$ cat src/rtl/pc_pkg.sv
// Shared encodings for the PC sequencer: branch condition codes, ALU flag
// bit positions and the sequencer state enum.
package pc_pkg;

    // CondFlags arrives as {EQ,NE,LT,GE,LTU,GEU}, so EQ is the MSB.
    localparam int FLAG_GEU  = 0;
    localparam int FLAG_LTU  = 1;
    localparam int FLAG_GE   = 2;
    localparam int FLAG_LT   = 3;
    localparam int FLAG_NE   = 4;
    localparam int FLAG_EQ   = 5;
    localparam int NUM_FLAGS = 6;

    typedef enum logic [2:0] {
        BR_EQ   = 3'd0,
        BR_NE   = 3'd1,
        BR_RSV2 = 3'd2,
        BR_RSV3 = 3'd3,
        BR_LT   = 3'd4,
        BR_GE   = 3'd5,
        BR_LTU  = 3'd6,
        BR_GEU  = 3'd7
    } br_type_e;

    typedef enum logic [1:0] {
        ST_BOOT,
        ST_FETCH,
        ST_FAULT
    } pc_state_e;

endpackage

$ cat src/rtl/pc_branch_eval.sv
// Combinational branch-taken decode: conditional test on the selected ALU
// flag, or an unconditional jump.
module pc_branch_eval
    import pc_pkg::*;
(
    input  logic [NUM_FLAGS-1:0] CondFlags,
    input  logic [2:0]           BranchType,
    input  logic                 TestBranch,
    input  logic                 AlwaysBranch,
    output logic                 taken
);

    logic cond;

    always_comb begin
        cond = 1'b0;
        case (br_type_e'(BranchType))
            BR_EQ:   cond = CondFlags[FLAG_EQ];
            BR_NE:   cond = CondFlags[FLAG_NE];
            BR_LT:   cond = CondFlags[FLAG_LT];
            BR_GE:   cond = CondFlags[FLAG_GE];
            BR_LTU:  cond = CondFlags[FLAG_LTU];
            BR_GEU:  cond = CondFlags[FLAG_GEU];
            default: cond = 1'b0;
        endcase
        taken = (TestBranch & cond) | AlwaysBranch;
    end

endmodule

$ cat src/rtl/pc_sequencer.sv
// Program counter sequencer: boot, sequential fetch, branches, traps and a
// misaligned-target fault state. Define RV_COMPRESSED_EN for 16-bit
// instruction support (2-byte increments, no alignment fault).
module pc_sequencer
    import pc_pkg::*;
#(
    parameter int                DATA_W    = 32,
    parameter logic [DATA_W-1:0] RESET_VEC = '0
) (
    input  logic                 clock,
    input  logic                 reset,
    input  logic [NUM_FLAGS-1:0] CondFlags,
    input  logic                 TestBranch,
    input  logic                 AlwaysBranch,
    input  logic                 AbsoluteBranch,
    input  logic [2:0]           BranchType,
    input  logic [DATA_W-1:0]    BranchAddr,
    input  logic                 InsLen16,
    input  logic                 Trap,
    input  logic                 TrapRet,
    input  logic [DATA_W-1:0]    TrapVec,
    input  logic                 FetchReady,
    output logic [DATA_W-1:0]    ProgAddr,
    output logic [DATA_W-1:0]    Epc,
    output logic                 FetchValid,
    output logic                 MisalignErr
);

    pc_state_e         state, state_n;
    logic [DATA_W-1:0] pc_n, epc_n;
    logic [DATA_W-1:0] inc, seq_addr, target_raw, target;
    logic              taken, misalign;

    pc_branch_eval u_branch_eval (
        .CondFlags    (CondFlags),
        .BranchType   (BranchType),
        .TestBranch   (TestBranch),
        .AlwaysBranch (AlwaysBranch),
        .taken        (taken)
    );

    assign target_raw = AbsoluteBranch ? BranchAddr : ProgAddr + BranchAddr;
    assign target     = {target_raw[DATA_W-1:1], 1'b0};

`ifdef RV_COMPRESSED_EN
    assign inc      = InsLen16 ? DATA_W'(2) : DATA_W'(4);
    assign misalign = 1'b0;
`else
    logic unused_inslen16;
    assign unused_inslen16 = InsLen16;
    assign inc      = DATA_W'(4);
    assign misalign = target[1];
`endif

    assign seq_addr = ProgAddr + inc;

    always_ff @(posedge clock or posedge reset) begin
        if (reset) begin
            state    <= ST_BOOT;
            ProgAddr <= RESET_VEC;
            Epc      <= '0;
        end else begin
            state    <= state_n;
            ProgAddr <= pc_n;
            Epc      <= epc_n;
        end
    end

    always_comb begin
        state_n     = state;
        pc_n        = ProgAddr;
        epc_n       = Epc;
        FetchValid  = (state == ST_FETCH);
        MisalignErr = (state == ST_FAULT);
        // Trap wins everywhere, even while stalled or faulted.
        if (Trap) begin
            pc_n    = TrapVec;
            epc_n   = ProgAddr;
            state_n = ST_FETCH;
        end else begin
            case (state)
                ST_BOOT:  state_n = ST_FETCH;
                ST_FETCH: begin
                    if (TrapRet) begin
                        pc_n = Epc;
                    end else if (FetchReady) begin
                        if (taken) begin
                            if (misalign) state_n = ST_FAULT;
                            else          pc_n    = target;
                        end else begin
                            pc_n = seq_addr;
                        end
                    end
                end
                ST_FAULT: state_n = ST_FAULT;
                default:  state_n = ST_BOOT;
            endcase
        end
    end

endmodule
$ cat config.mk
export PLATFORM = sky130hd
export DESIGN_NAME = pc_sequencer
export DESIGN_NICKNAME = d
export VERILOG_FILES = /design/src/rtl/pc_pkg.sv /design/src/rtl/pc_branch_eval.sv /design/src/rtl/pc_sequencer.sv
export SDC_FILE = /design/constraint.sdc
export NUM_CORES = 1
export LEC_CHECK = 0
export ABC_CLOCK_PERIOD_IN_PS = 3870
export BUFFER_PORTS_ARGS = -buffer_cell sky130_fd_sc_hd__clkbuf_2
export CAP_MARGIN = 20
export CORE_MARGIN = 1
export CORE_UTILIZATION = 45
export CTS_BUF_LIST = sky130_fd_sc_hd__clkbuf_8 sky130_fd_sc_hd__clkbuf_16
export DETAILED_ROUTE_END_ITERATION = 10
export PLACE_DENSITY = 0.75
export SLEW_MARGIN = 20
export SYNTH_ARGS = -nofsm -noshare
export SYNTH_HDL_FRONTEND = slang
export SYNTH_SLANG_ARGS = --single-unit
$ cat constraint.sdc
create_clock -name clock -period 3.87 [get_ports clock]
set_clock_uncertainty 0.15 [all_clocks]
set_input_delay 0.1935 -clock clock [delete_from_list [all_inputs] [get_ports clock]]
set_output_delay 0.1935 -clock clock [all_outputs]
set_load 0.01 [all_outputs]
# --- After elaboration in Yosys (flattened, before gate mapping) ---
# Index checks and enable logic that the tools add are counted.
word_totals:
  register_bits: 66
  inputBits: 82
  out_inout_bits: 66
classes:
  add_sub_neg: 2
  eq_ne: 12
  muxes: 14
  bitwise: 2
  reduce_logical: 6
op_table:
  columns: ["operator", "n"]
  rows:
  - ["$mux 32", 7]
  - ["$add 32x3->32 const B", 1]
  - ["$add 32x32->32", 1]
  - ["$eq 3x3->1 const B", 4]
  - ["$mux 2", 5]
  - ["$ne 3x2->1 const B", 2]
  - ["$ne 3x3->1 const B", 2]
  - ["$pmux 1 s6", 1]
  - ["$pmux 2 s3", 1]
  - ["$ne 4x4->1 const B", 1]
  - ["$reduce_and 4->1", 1]
  - ["$eq 3x1->1 const B", 1]
  - ["$logic_not 3->1", 1]
  - ["$reduce_and 3->1", 1]
  - ["$reduce_bool 3->1", 1]
  - ["$eq 2x1->1 const B", 1]
  - ["$eq 2x2->1 const B", 1]
  - ["$logic_not 2->1", 1]
  - ["$reduce_bool 2->1", 1]
  - ["$and 1x1->1", 1]
  - ["$or 1x1->1", 1]

# --- Logic depth before layout (Yosys ltp) ---
# Gate-level depths: netlist of run 1.
logic_depth:
  word_depth: 9
  mapped_depth: 11

# --- By module ---
# Synthesis of run 1 repeated with hierarchy kept, for this count alone.
hier_totals:
  cells_unflattened: 661
  hier_area_um2: 5666.7
by_module_without_submodules:
  columns: ["module", "instances", "cells_per_inst", "area_per_inst_um2"]
  rows:
  - ["pc_sequencer", 1, 656, 5609.1]
  - ["pc_branch_eval", 1, 5, 57.6]

# --- Worst setup path after synthesis of run 1 ---
# OpenSTA, ideal clock, no wires.
synth_timing:
  path_type: "register -> register"
  from: "register ProgAddr[17]"
  to: "register ProgAddr[30]"
  setup_ps: 82
  arrival_ps: 2558
  required_time_ps: 3638
  path_slack_ps: 1080
  path_stages_with_launch: 11
  cell_sequence: "dfrtp_1 -> ha_1 -> buf_6 -> a21o_1 -> a21oi_2 -> or3b_4 -> o211ai_2 -> a31oi_1 -> o31a_1 -> or3_1 -> a31oi_1"
synth_between:
  elab_chain_len: 8
  word_cells_on_any_way: 9
synth_lines:
  columns: ["item", "line_no", "rtl"]
  rows:
  - ["start: declaration", "pc_sequencer.sv:23", "output logic [DATA_W-1:0] ProgAddr,"]
  - ["start signal: assignment", "pc_sequencer.sv:64", "ProgAddr <= pc_n;"]
  - ["$add 32x32->32", "pc_sequencer.sv:42", "assign target_raw = AbsoluteBranch ? BranchAddr : ProgAddr + BranchAddr;"]
  - ["$mux 32", "pc_sequencer.sv:42", null]
  - ["$mux 32", "pc_sequencer.sv:88", "if (misalign) state_n = ST_FAULT;"]
  - ["$mux 32 *", "pc_sequencer.sv:87", "if (taken) begin"]
  - ["$mux 32 *", "pc_sequencer.sv:86", "end else if (FetchReady) begin"]
  - ["$mux 32 *", "pc_sequencer.sv:84", "if (TrapRet) begin"]
  - ["$mux 32 *", "pc_sequencer.sv:81", "case (state)"]
  - ["$mux 32 *", "pc_sequencer.sv:76", "if (Trap) begin"]
# Mark *: on every way between the ends. The rest lies on a longest branch, timed or not. The select of a mux whose other input is x is not followed.
# A chain may end at the register's enable or synchronous reset.

# --- Final worst setup path of run 1 ---
layout_timing:
  from: "register ProgAddr[2]"
  to: "register ProgAddr[30]"
# The elaborated chain is that of the path after synthesis.

==> results of run 1 <==
-- per-layer routing --
metal  up-vias  track usage
met2       253       0.4399
met4         0       0.1068
met5         -            0
li1       2930            -
met1      2842       0.3803
met3        28      0.06276
-- critical path: cells and delay by family (launching register included) --
kind                     cells  cell delay [ns]
AO/OA/AOI/OAI                7             1.65
flip-flops                   1             0.47
adder cells (fa/ha/maj)      1             0.37
AND/OR/NAND/NOR              2             0.48
-- synthesized netlist by cell type, types with 10 or more instances --
master | count | area, µm²
a211oi_1 | 10 | 75.07
a21o_1 | 14 | 105.1
a21oi_1 | 64 | 320.3
a221oi_1 | 10 | 87.58
and3_1 | 10 | 62.56
clkbuf_1 | 23 | 86.33
dfrtp_1 | 66 | 1652
ha_1 | 34 | 425.4
inv_1 | 17 | 63.81
mux2_2 | 33 | 371.6
nand2_1 | 69 | 259.0
nand3_1 | 21 | 105.1
nand4_1 | 10 | 62.56
nor2_1 | 71 | 266.5
nor3_1 | 14 | 70.07
o211ai_1 | 10 | 75.07
o21ai_0 | 58 | 290.3
xnor2_1 | 20 | 175.2
xor2_1 | 18 | 157.7
-- cell families (layout without fill, tap and decap cells) --
kind of cell	after synthesis	after routing	synth area share
buf+inv	51	194	0.03573
flops	66	66	0.2841
compound gates	249	249	0.2850
fa+ha+maj	35	35	0.07663
mux	39	39	0.07641
xor+xnor	38	38	0.05725
simple gates	228	228	0.1849
-- final cells by class --
cell class / count / area (µm²)
well taps: 172 / 215.2
repair buffers: 160 / 845.8
fillers: 1241 / 5562
clock buffers: 13 / 280.3
inverters: 18 / 67.56
clock inverters: 3 / 37.54
flip-flops and latches: 66 / 1652
multi-input cells: 589 / 3960
-- path summary, 6_finish.rpt --
kind | to | startpoint | depth (start not counted) | slack (ns)
setup / recovery | ProgAddr[30] | ProgAddr[2] | 10 | 0.66
hold / removal | ProgAddr[8] | TrapVec[8] | 3 | 0.0001
setup reg to reg | ProgAddr[30] | ProgAddr[2] | 10 | 0.66
hold reg to reg | Epc[25] | Epc[25] | 1 | 0.38
max in group asynchronous | ProgAddr[21] | reset | 4 | 2.31
min in group asynchronous | Epc[1] | reset | 3 | 0.26
-- where the power goes --
part,switching (mW),total [mW],internal [mW]
registers,0.432,1.41,0.978
logic,1.44,2.57,1.13
clock network,0.318,0.882,0.565
-- state kept, by name (all words and copies together), names as in the netlist --
| signal | count |
|---|---|
| Epc | 32 |
| ProgAddr | 32 |
| state | 2 |
-- stage by stage --
step / cells / hold slack [ns] / cell area, µm² / setup WS [ns]
2_1_floorplan: 706 / 0.1943 / 5813 / 1.080
3_3_place_gp: 1001 / 0.09338 / 6700 / 0.7861
3_5_place_dp: 1001 / 0.09488 / 6700 / 0.7722
4_1_cts: 1021 / 0.003397 / 7058 / 0.6782
5_1_grt: 1021 / 0.01981 / 7058 / 0.4497
6_report: 1021 / 0.0001300 / 7058 / 0.6583
-- what timing repair did --
item	in CTS	in global routing
resized for setup	0	0
hold endpoints to repair	25	0
hold buffers	4	0
==> run_results.csv, run 1 <==
group,metric,value,unit
layout,layout-drive-gt1-share,0.2650,
sta,slew_headroom,0.4891,
worst_setup_path,crit_type,"register to register",
sta,period_needed,3.212,ns
cts,cts_sinks,66,
sta,finalCritPeriodShare,0.8299,
synth,syn_nets,823,
cts,cts_setup_buffers,0,
routing,routedLengthMet1,8173,µm
routing,num_vias,6053,
floorplanning,initial_core_util,0.4606,
routing,wl_met2,8196,µm
worst_setup_path,slowest_delay,0.47,ns
routing,avgViaCountPerCell,5.929,
layout,fin_util,0.5593,
sta,fmax,311.4,MHz
cts,htreeDepth,3,
cts,cts_buffers,9,
placement,gp_congestion,0.9568,
synth,synth-edff-count,0,
routing,ant_nets,0,
synth,ys_ff_latch,66,
cts,clk_latency,0.35,ns
routing,dr.max_layer_used,"met4",
sta,tns,0,ns
layout,final_common_cell,"clkbuf_2",
sta,hold_viol_final,0,
worst_setup_path,cp.required,3.99,ns
global_route,grt_max_degree,49,
global_route,grt_use_total,0.2813,
layout,final_cell_mix,"146 x clkbuf_2, 71 x nor2_1, 69 x nand2_1",
synth,synthFlopType,"dfrtp_1",
sta,grt_setup_unrepaired,"no",
run_status,status,"finished, final reports clean",
floorplanning,core_area,0.01262,mm²
pwr,p_total,4.861,mW
routing,met3WireLength,1529,µm
routing,drt_wl_total,18260,µm
worst_setup_path,cp_data_arrival_time,3.33,ns
synth,netlist_area,0.005813,mm²
pwr,power_per_cell_area,688.7,mW/mm²
worst_setup_path,worst_setup_path_start_kind,"register",
synth,ys_seq_area_frac,0.2841,
cts,cts_buffer_depth,2,
layout,antenna_cells,0,
floorplanning,row_count,41,
synth,synth.distinct_cells,69,
sta,slew_violations,0,
global_route,grt-ovfl-total,0,
layout,syn_to_final_growth,21.42,%
pwr,peakVddDrop,394.6,µV
global_route,antenna_found_initial,0,
sta,setup_viol,0,
placement,dpl.hpwl,13150,µm
worst_setup_path,cp_max_fo,8,
sta,tightest_slew,0.7663,ns
floorplanning,die_w,115.7,µm
worst_setup_path,end_kind,"register",
floorplanning,die_h,115.7,µm
routing,drc,0,
cts,clkTransAtPathRegs,0.06,ns
routing,drt-pass1-iter-count,5,
synth,asyncSetResetFlopFracSynth,1.000,
synth,syn_area_per_cell,8.234,µm²
run,drv_cap,0,
worst_setup_path,slowest_stage,"dfrtp_1",
pwr,leakagePower,3.208,nW
cts,cts-root-buf,"clkbuf_16",
layout,layout.nets,961,
worst_setup_path,crit_chain,"ha_1 > nor2b_1 > o31a_1 > o21ai_1 > a21oi_2 > o211ai_2 > a31oi_1 > o31a_1 > or3_1 > a31oi_1",
placement,port-buffer-count,146,
floorplanning,io_pins,148,
global_route,grt_pass1_vias,5607,
routing,wl_per_cell,17.88,µm
routing,first_iter_violations,440,
synth,yosysWarnings,0,
worst_hold_path,hold_path.class,"primary input to register",
global_route,grt_first_pass_wirelength,28840,µm
cts,cts_tree,"done",
floorplanning,die-area,0.01338,mm²
synth,synthCells,706,
Note: power is estimated with default switching activity, not from simulation.
==> run 2: changes to the inputs <==
--- a/config.mk
+++ b/config.mk
@@ -5,7 +5,7 @@
 export SDC_FILE = /design/constraint.sdc
 export NUM_CORES = 1
 export LEC_CHECK = 0
-export ABC_CLOCK_PERIOD_IN_PS = 3870
+export ABC_CLOCK_PERIOD_IN_PS = 3040
 export BUFFER_PORTS_ARGS = -buffer_cell sky130_fd_sc_hd__clkbuf_2
 export CAP_MARGIN = 20
 export CORE_MARGIN = 1
==> constraint.sdc (replaced) <==
create_clock -name clock -period 3.04 [get_ports clock]
set_clock_uncertainty 0.15 [all_clocks]
set_input_delay 0.152 -clock clock [delete_from_list [all_inputs] [get_ports clock]]
set_output_delay 0.152 -clock clock [all_outputs]
set_load 0.01 [all_outputs]
==> run 2 against run 1 <==
- core utilization rose by 4.1 points
- worst hold slack improved by 0.011 ns
- global-route usage rose by 2.1 points
- via count rose by 5.9%
- largest power group unchanged
- highest routed layer unchanged
==> run_results.csv, run 2 (synthesis gave the netlist of run 1 again) <==
group,metric,value,unit
sta,fmax,335.0,MHz
sta,tightest_slew,0.6360,ns
routing,avgViaCountPerCell,5.935,
floorplanning,die_w,115.7,µm
worst_setup_path,crit_chain,"ha_1 > a21oi_1 > o21ai_0 > a221oi_1 > o21ai_2 > a2111oi_4 > o41ai_2 > buf_4 > xnor2_1 > o211ai_1 > a21o_1",
global_route,grt_pass1_vias,6071,
worst_setup_path,critPathTopFamily,"compound AO/OA/AOI/OAI gates",
routing,num_vias,6410,
floorplanning,initial_core_util,0.4606,
layout,syn_to_final_growth,30.31,%
floorplanning,die-area,0.01338,mm²
cts,cts-root-buf,"clkbuf_16",
placement,gp_congestion,0.9172,
placement,post_dp_cell_area,0.007023,mm²
layout,final_common_cell,"clkbuf_2",
global_route,antenna_found_initial,0,
worst_setup_path,rr_endpoint,"ProgAddr[21]",
floorplanning,io_pins,148,
worst_setup_path,cp.required,3.12,ns
cts,cts_tree,"done",
layout,design_area,0.007575,mm²
worst_setup_path,end_kind,"register",
placement,post-place-ws,0.07911,ns
worst_setup_path,crit_type,"register to register",
worst_setup_path,cp_data_arrival_time,3.06,ns
cts,cts_buffer_depth,2,
routing,drc,0,
placement,dpl.hpwl,14720,µm
cts,cts_sinks,66,
routing,drt-pass1-iter-count,5,
run,drv_cap,0,
cts,clkTransAtPathRegs,0.06,ns
worst_setup_path,slowest_stage,"dfrtp_1",
global_route,grt_first_pass_wirelength,30940,µm
sta,tns,0,ns
layout,layout-drive-gt1-share,0.3106,
sta,setup_viol,0,
placement,dp_cells,1044,
worst_setup_path,r2r_cells,11,
run_status,status,"finished, final reports clean",
layout,layout.nets,1020,
global_route,grt_max_degree,39,
worst_setup_path,critPathLaunch,"ProgAddr[8]",
worst_setup_path,critPathBufInv,1,
pwr,power_per_cell_area,850.7,mW/mm²
worst_setup_path,worst_setup_path_start_kind,"register",
sta,hold_viol_final,0,
placement,port-buffer-count,146,
global_route,grt-ovfl-total,0,
cts,clk_latency,0.34,ns
layout,final_cell_mix,"146 x clkbuf_2, 71 x nor2_1, 69 x nand2_1",
floorplanning,core_area,0.01262,mm²
routing,first_iter_violations,479,
layout,stdcell_count,1080,
sta,period_needed,2.985,ns
routing,wl_per_cell,18.37,µm
routing,ant_nets,0,
routing,drt_wl_total,19840,µm
worst_setup_path,endpoint,"ProgAddr[21]",
floorplanning,die_h,115.7,µm
sta,whs,0.01068,ns
pwr,peakVddDrop,543.8,µV
worst_setup_path,slowest_delay,0.38,ns
pwr,leakagePower,3.475,nW
floorplanning,row_count,41,
sta,worst_slack,0.05470,ns
layout,reg.largest.list,"Epc: 32 flops, ProgAddr: 32 flops, state: 2 flops",
layout,fin_util,0.6002,
worst_setup_path,cp_max_fo,6,
cts,htreeDepth,3,
sta,slew_headroom,0.5744,
cts,cts_buffers,9,
worst_setup_path,timing.rr.start,"ProgAddr[8]",
sta,slew_violations,0,
worst_setup_path,r2r_slack,0.05,ns
global_route,grt_use_total,0.3020,
pwr,p_total,6.443,mW
worst_setup_path,path_depth,11,
worst_hold_path,hold_path.class,"primary input to register",
sta,finalCritPeriodShare,0.9820,
layout,antenna_cells,0,
-- run 2: cell types whose count changed in the layout (fill, tap and decap cells not counted), moves of 4 or more --
| cell | previous run | this run |
|---|---|---|
| a21oi_2 | 3 | 7 |
| dlygate4sd3_1 | 4 | 18 |
| a21oi_1 | 64 | 60 |
| o21ai_1 | 5 | 1 |
| buf_4 | 10 | 55 |
| o21ai_2 | 1 | 5 |
-- run 2: how the worst min path moves through the flow --
stage,start,endpoint,cells past startpoint
2_1_floorplan,BranchAddr[30],ProgAddr[30],2
3_3_place_gp,reset,Epc[1],2
3_5_place_dp,reset,Epc[1],2
4_1_cts,TrapVec[27],ProgAddr[27],4
5_1_grt,TrapVec[27],ProgAddr[27],4
6_report,TrapVec[27],ProgAddr[27],4
-- run 2: repair_timing --
action | CTS | global route
setup endpoints to repair | 0 | 8
resized for setup | 0 | 16
setup buffers | 0 | 2
hold buffers | 18 | 0
endpoints found under the hold margin | 35 | 0
-- run 2: layer usage --
layer	track usage	vias to the layer above	wire length, µm
met5	0	-	0
met4	0.1103	0	420
met3	0.05387	35	1594
met2	0.4798	292	9106
met1	0.4121	3046	8722
li1	-	3037	-
-- run 2: power by group --
group | internal, mW | switching [mW] | total, mW
Combinational | 1.71 | 2.16 | 3.87
Clock | 0.561 | 0.396 | 0.956
Sequential | 1.25 | 0.366 | 1.61
Total | 3.52 | 2.92 | 6.44
-- run 2: cell type report --
type,count,area (µm²)
Clock buffer,10,239.0
Tap cell,172,215.2
Inverter,18,67.56
Sequential cell,66,1653
Fill cell,1200,5045
Timing Repair Buffer,219,1324
Clock inverter,6,26.28
Multi-Input combinational cell,589,4050
-- run 2: worst reg2reg max path: stages (launching register included) --
cell and delay (ns):
dfrtp_1 0.38, ha_1 0.37, a21oi_1 0.23, o21ai_0 0.14, a221oi_1 0.35, o21ai_2 0.16, a2111oi_4 0.37, o41ai_2 0.13
buf_4 0.15, xnor2_1 0.17, o211ai_1 0.10, a21o_1 0.17
